`src/rtl/ring_buf_pkg.sv`:
```
// Sizing and pointer helpers shared by the RAM ring-buffer controller.
package ring_buf_pkg;

  // Number of RAM entries addressed by addr_w bits.
  function automatic int unsigned depth_of(input int unsigned addr_w);
    return 32'd1 << addr_w;
  endfunction

  // Fill-level width: holds 0..DEPTH+1 (RAM entries plus the head register).
  function automatic int unsigned lvl_w_of(input int unsigned addr_w);
    return addr_w + 32'd1;
  endfunction

  // Circular pointer increment, wrapping from depth-1 back to 0.
  function automatic int unsigned wrap_inc(input int unsigned ptr, input int unsigned depth);
    return (ptr + 32'd1 >= depth) ? 32'd0 : ptr + 32'd1;
  endfunction

endpackage

```
`src/rtl/ram_ring_buffer_ctrl.sv`:
```
// Sequences an external dual-port RAM as a single-clock circular buffer with
// first-word-fall-through output; the head sample is the RAM's registered read data.
module ram_ring_buffer_ctrl
  import ring_buf_pkg::*;
#(
  parameter int unsigned DATA_WIDTH = 12,
  parameter int unsigned ADDR_WIDTH = 12,
  parameter int unsigned AFULL_TH   = 3072
) (
  input  logic                        clock___i,
  input  logic                        rst_n___i,
  input  logic                        flush__i,
  input  logic [DATA_WIDTH-1:0]       in_data_i,
  input  logic                        in_valid_i,
  output logic                        in_ready_o,
  output logic [DATA_WIDTH-1:0]       out_data_o,
  output logic                        out_valid_o,
  input  logic                        out_ready_i,
  output logic [ADDR_WIDTH:0]         level_o,
  output logic                        almost_full_o,
  output logic                        overflow_o,
  output logic                        ram_we_o,
  output logic [ADDR_WIDTH-1:0]       ram_waddr_o,
  output logic [DATA_WIDTH-1:0]       ram_wdata_o,
  output logic                        ram_re_o,
  output logic [ADDR_WIDTH-1:0]       ram_raddr_o,
  input  logic [DATA_WIDTH-1:0]       ram_rdata_i
);

  localparam int unsigned DEPTH = depth_of(ADDR_WIDTH);
  localparam int unsigned LVL_W = lvl_w_of(ADDR_WIDTH);

  logic [ADDR_WIDTH-1:0] wr_ptr;
  logic [ADDR_WIDTH-1:0] rd_ptr;
  logic [LVL_W-1:0]      mem_cnt;
  logic                  out_valid;
  logic                  overflow;

  logic                  not_full;
  logic                  not_empty;
  logic                  head_free;
  logic                  wr;
  logic                  rd;

  // Handshake decode; reset and flush both block any RAM access this cycle.
  assign not_full   = (mem_cnt != LVL_W'(DEPTH));
  assign not_empty  = (mem_cnt != LVL_W'(0));
  assign head_free  = ~out_valid | out_ready_i;
  assign in_ready_o = rst_n___i & not_full & ~flush__i;
  assign wr         = in_valid_i & in_ready_o;
  assign rd         = rst_n___i & head_free & not_empty & ~flush__i;

  assign ram_we_o    = wr;
  assign ram_waddr_o = wr_ptr;
  assign ram_wdata_o = in_data_i;
  assign ram_re_o    = rd;
  assign ram_raddr_o = rd_ptr;

  assign out_data_o    = ram_rdata_i;
  assign out_valid_o   = out_valid;
  assign overflow_o    = overflow;
  assign level_o       = mem_cnt + LVL_W'(out_valid);
  assign almost_full_o = (32'(level_o) >= AFULL_TH);

  // Pointers, RAM occupancy, head-valid and sticky overflow; flush acts like reset.
  always_ff @(posedge clock___i) begin
    if (!rst_n___i || flush__i) begin
      wr_ptr    <= '0;
      rd_ptr    <= '0;
      mem_cnt   <= '0;
      out_valid <= 1'b0;
      overflow  <= 1'b0;
    end else begin
      if (wr) wr_ptr <= ADDR_WIDTH'(wrap_inc(32'(wr_ptr), DEPTH));
      if (rd) rd_ptr <= ADDR_WIDTH'(wrap_inc(32'(rd_ptr), DEPTH));
      mem_cnt <= mem_cnt + LVL_W'(wr) - LVL_W'(rd);
      if (head_free) out_valid <= rd;
      if (in_valid_i && !in_ready_o) overflow <= 1'b1;
    end
  end

endmodule

```
`config.mk`:
```
export PLATFORM = sky130hd
export DESIGN_NAME = ram_ring_buffer_ctrl
export DESIGN_NICKNAME = d
export VERILOG_FILES = /design/src/rtl/ring_buf_pkg.sv /design/src/rtl/ram_ring_buffer_ctrl.sv
export SDC_FILE = /design/constraint.sdc
export NUM_CORES = 1
export LEC_CHECK = 0
export BUFFER_PORTS_ARGS = -buffer_cell sky130_fd_sc_hd__buf_2
export CORE_MARGIN = 4
export CORE_UTILIZATION = 53
export CTS_BUF_LIST = sky130_fd_sc_hd__clkbuf_8
export CTS_CLUSTER_SIZE = 24
export DETAILED_ROUTE_END_ITERATION = 8
export MAX_ROUTING_LAYER = met4
export PLACE_DENSITY = 0.84
export SYNTH_ARGS = -nofsm -noshare
export SYNTH_HDL_FRONTEND = slang
export SYNTH_SLANG_ARGS = --single-unit
```
`constraint.sdc`:
```
create_clock -name clock___i -period 4.5 [get_ports clock___i]
set_input_delay 0.45 -clock clock___i [delete_from_list [all_inputs] [get_ports clock___i]]
set_output_delay 0.45 -clock clock___i [all_outputs]
set_load 0.1 [all_outputs]
```
==> results.json <==
{
  "status": "finished clean",
  "wl_per_cell_um": 13.9,
  "gp_congestion": 0.856,
  "synth_nets": 396,
  "grt_pass1_vias": 2242,
  "area_growth_syn_to_layout_pct": 7.87,
  "p_int_uw": 908,
  "powerDensity_nw_per_um2": 622,
  "io_pins": 96,
  "async_reset_ff_share_pct": 0,
  "grt_pass1_wl_um": 10100,
  "drv_slew": 0,
  "row_count": 26,
  "clkPwrFrac_pct": 12.5,
  "cts_resized": 0,
  "final.min_clock_period_ns": 3.70,
  "synth_area_per_cell_um2": 8.52,
  "finalHoldViolations": 0,
  "ant_nets": 0,
  "ys.flop_type": "dfxtp_1",
  "vias_per_cell": 5.49,
  "cp.arrival_ns": 3.92,
  "cts_tree": "yes",
  "power_frac_comb_pct": 64.2,
  "cts_buffers": 5,
  "synth_edf_count": 0,
  "start_util_pct": 55.4,
  "antenna_found_initial": 0,
  "die_h_um": 81.3,
  "portBuffers": 47,
  "fmax_ghz": 0.270,
  "drive_gt1_share_pct": 20.9,
  "yosys_register_bits": 39,
  "relSlewSlack_pct": 59.7,
  "drt_iter0_markers": 199,
  "grt_overflow_total": 0,
  "finalCritPeriodShare_pct": 82.3,
  "finalPower_uw": 1910,
  "yosys_warnings": 0,
  "htree_num_levels": 2,
  "path_clk_slew_ns": 0.07,
  "p_sw_share_pct": 52.4,
  "path_class": "flip-flop to flip-flop",
  "cts_buffer_depth": 2,
  "drc_errors": 0,
  "crit_fanout": 7,
  "cts_setup_buffers": 0,
  "hpwl_um": 4610,
  "grt_max_degree": 34,
  "n_antenna_cell": 0,
  "hp-class": "input port to flip-flop",
  "maxCapViolCount": 0,
  "placed_area_um2": 2980,
  "fp.dieW_um": 81.3,
  "final-setup-viol-count": 0,
  "syn_area_um2": 2850,
  "dr.pass1.iters": 4,
  "synthCells": 334,
  "clk-insertion-delay-late_ns": 0.29,
  "grt_setup_unrepaired": "no",
  "final_nets": 421,
  "grt_util_all_layers_pct": 19.5,
  "skew_ns": 0.00687,
  "leakage_uw": 0.00138,
  "netSwitchingPower_uw": 1000,
  "clockRootBuffer": "clkbuf_8",
  "die_area_um2": 6600,
  "holdBufCountCts": 0,
  "layout.cells.non_filler": 429,
  "startpoint_type": "flip-flop",
  "p_seq_share_pct": 23.3,
  "core_um2": 5140,
  "synth-seq-area-share_pct": 27.4,
  "drt_wl_total_um": 5950,
  "synth_cell_types": 54,
  "dp_cells": 422,
  "worst-r2r-setup-slack_ns": 0.80,
  "fin_area_um2": 3070,
  "num_vias": 2355,
  "clock_sinks": 39,
  "critPathCaptureType": "flip-flop",
  "ir_drop_uv": 371,
  "crit_required_ns": 4.72,
  "tightestPinTransition_ns": 0.604
}
final timing paths:
| kind | from | end | cells past startpoint |
|---|---|---|---|
| setup / recovery | mem_cnt[6]$_SDFF_PP0_ | mem_cnt[12]$_SDFF_PP0_ | 15 |
| hold reg to reg | overflow_o$_SDFFE_PP0P_ | overflow_o$_SDFFE_PP0P_ | 2 |
| hold / removal | in_valid_i | overflow_o$_SDFFE_PP0P_ | 3 |
| setup reg to reg | mem_cnt[6]$_SDFF_PP0_ | mem_cnt[12]$_SDFF_PP0_ | 15 |
Yosys cell counts (2+ instances only):
master | number | area [um^2]
and3_1 | 10 | 62.6
a211o_1 | 2 | 17.5
ha_1 | 32 | 400
mux2i_1 | 4 | 40.0
nor3b_1 | 3 | 22.5
nor2_1 | 30 | 113
inv_1 | 19 | 71.3
dfxtp_1 | 39 | 781
nor4_1 | 6 | 37.5
xnor2_1 | 28 | 245
a31oi_1 | 2 | 12.5
o21ai_0 | 9 | 45.0
clkbuf_1 | 4 | 15.0
inv_2 | 2 | 7.51
or3_1 | 3 | 18.8
or2_2 | 3 | 18.8
nand3b_1 | 2 | 15.0
nand2b_1 | 3 | 18.8
a21oi_1 | 17 | 85.1
nor2b_1 | 3 | 18.8
xor2_1 | 2 | 17.5
o21bai_1 | 3 | 22.5
and4_1 | 3 | 26.3
a41o_1 | 3 | 30.0
nand3_1 | 14 | 70.1
nand2_1 | 21 | 78.8
buf_4 | 24 | 180
a21o_1 | 3 | 22.5
nor3_1 | 14 | 70.1
or4_1 | 2 | 15.0
metal layers:
metal	vias to the layer above	track usage [%]	wire length (um)
met1	1068	25.1	2750
met5	-	-	0
met4	0	5.57	91
met3	14	3.77	405
met2	85	31.0	2700
li1	1188	-	-
registers in the layout (all words and copies together), names as in the netlist:
| name | cells |
|---|---|
| ram_raddr_o | 12 |
| out_valid_o | 1 |
| overflow_o | 1 |
| ram_waddr_o | 12 |
| mem_cnt | 13 |
power by group through the flow:
stage               logic (uW)  registers [uW]  clock network [uW]
finish                    1230             445                 238
global route              1320             452                 262
detailed placement        1210             454                   0
global placement          1180             449                   0
CTS                       1220             445                 244
floorplan                 1110             469                   0
stage by stage:
step	util, %	hold WS (ns)	setup TNS (ns)	worst slack, ns
3_5_place_dp	58.0	0.461	0	0.837
2_1_floorplan	-	0.591	-0.101	-0.101
3_3_place_gp	58.0	0.454	0	0.967
4_1_cts	59.7	0.455	0	0.806
6_report	59.7	0.460	0	0.797
5_1_grt	59.7	0.488	0	0.409
placed cells by master (no fill, tap or decap), types with 3 or more instances in the layout:
cell type,Yosys,routed
a41o_1,3,3
nor2b_1,3,3
xnor2_1,28,27
buf_2,1,47
inv_1,19,19
o21bai_1,3,3
and4_1,3,3
nand3_1,14,14
nor4_1,6,6
nand2b_1,3,3
nand2_1,21,21
ha_1,32,32
or2_2,3,3
a21oi_1,17,17
dfxtp_1,39,39
nor3_1,14,14
clkbuf_8,0,6
o21ai_0,9,9
mux2i_1,4,4
a21o_1,3,3
nor2_1,30,29
and3_1,10,10
nor3b_1,3,3
or3_1,3,3
layout make-up:
type	instances	area, um^2
clock buffers	6	82.6
flip-flops and latches	39	781
multi-input cells	244	1790
inverters	21	78.8
repair buffers	48	243
clock inverters	1	5.00
well taps	70	87.6
fillers	499	2070
kinds of logic (layout without fill, tap and decap cells):
family                   after synthesis  after routing  share of synthesized area, %
XOR/XNOR                              30             30                          9.24
flip-flops                            39             39                          27.4
adder cells (fa/ha/maj)               33             33                          14.8
buffers and inverters                 51             76                          9.94
AO/OA/AOI/OAI                         50             50                          13.0
multiplexers                           4              4                          1.41
AND/OR/NAND/NOR                      127            127                          24.2
worst max-delay path: stages (launching register included):
cell     delay (ns)
dfxtp_1        0.35
inv_1          0.13
ha_1           0.18
nand4_2        0.22
nor4_4         0.48
nor2_2         0.16
ha_1           0.32
inv_1          0.06
ha_1           0.19
inv_1          0.07
fa_1           0.37
nor2b_1        0.19
o21ai_0        0.17
and4b_1        0.24
or3_1          0.37
a21oi_1        0.14
Note: power is estimated with default switching activity, not from simulation.
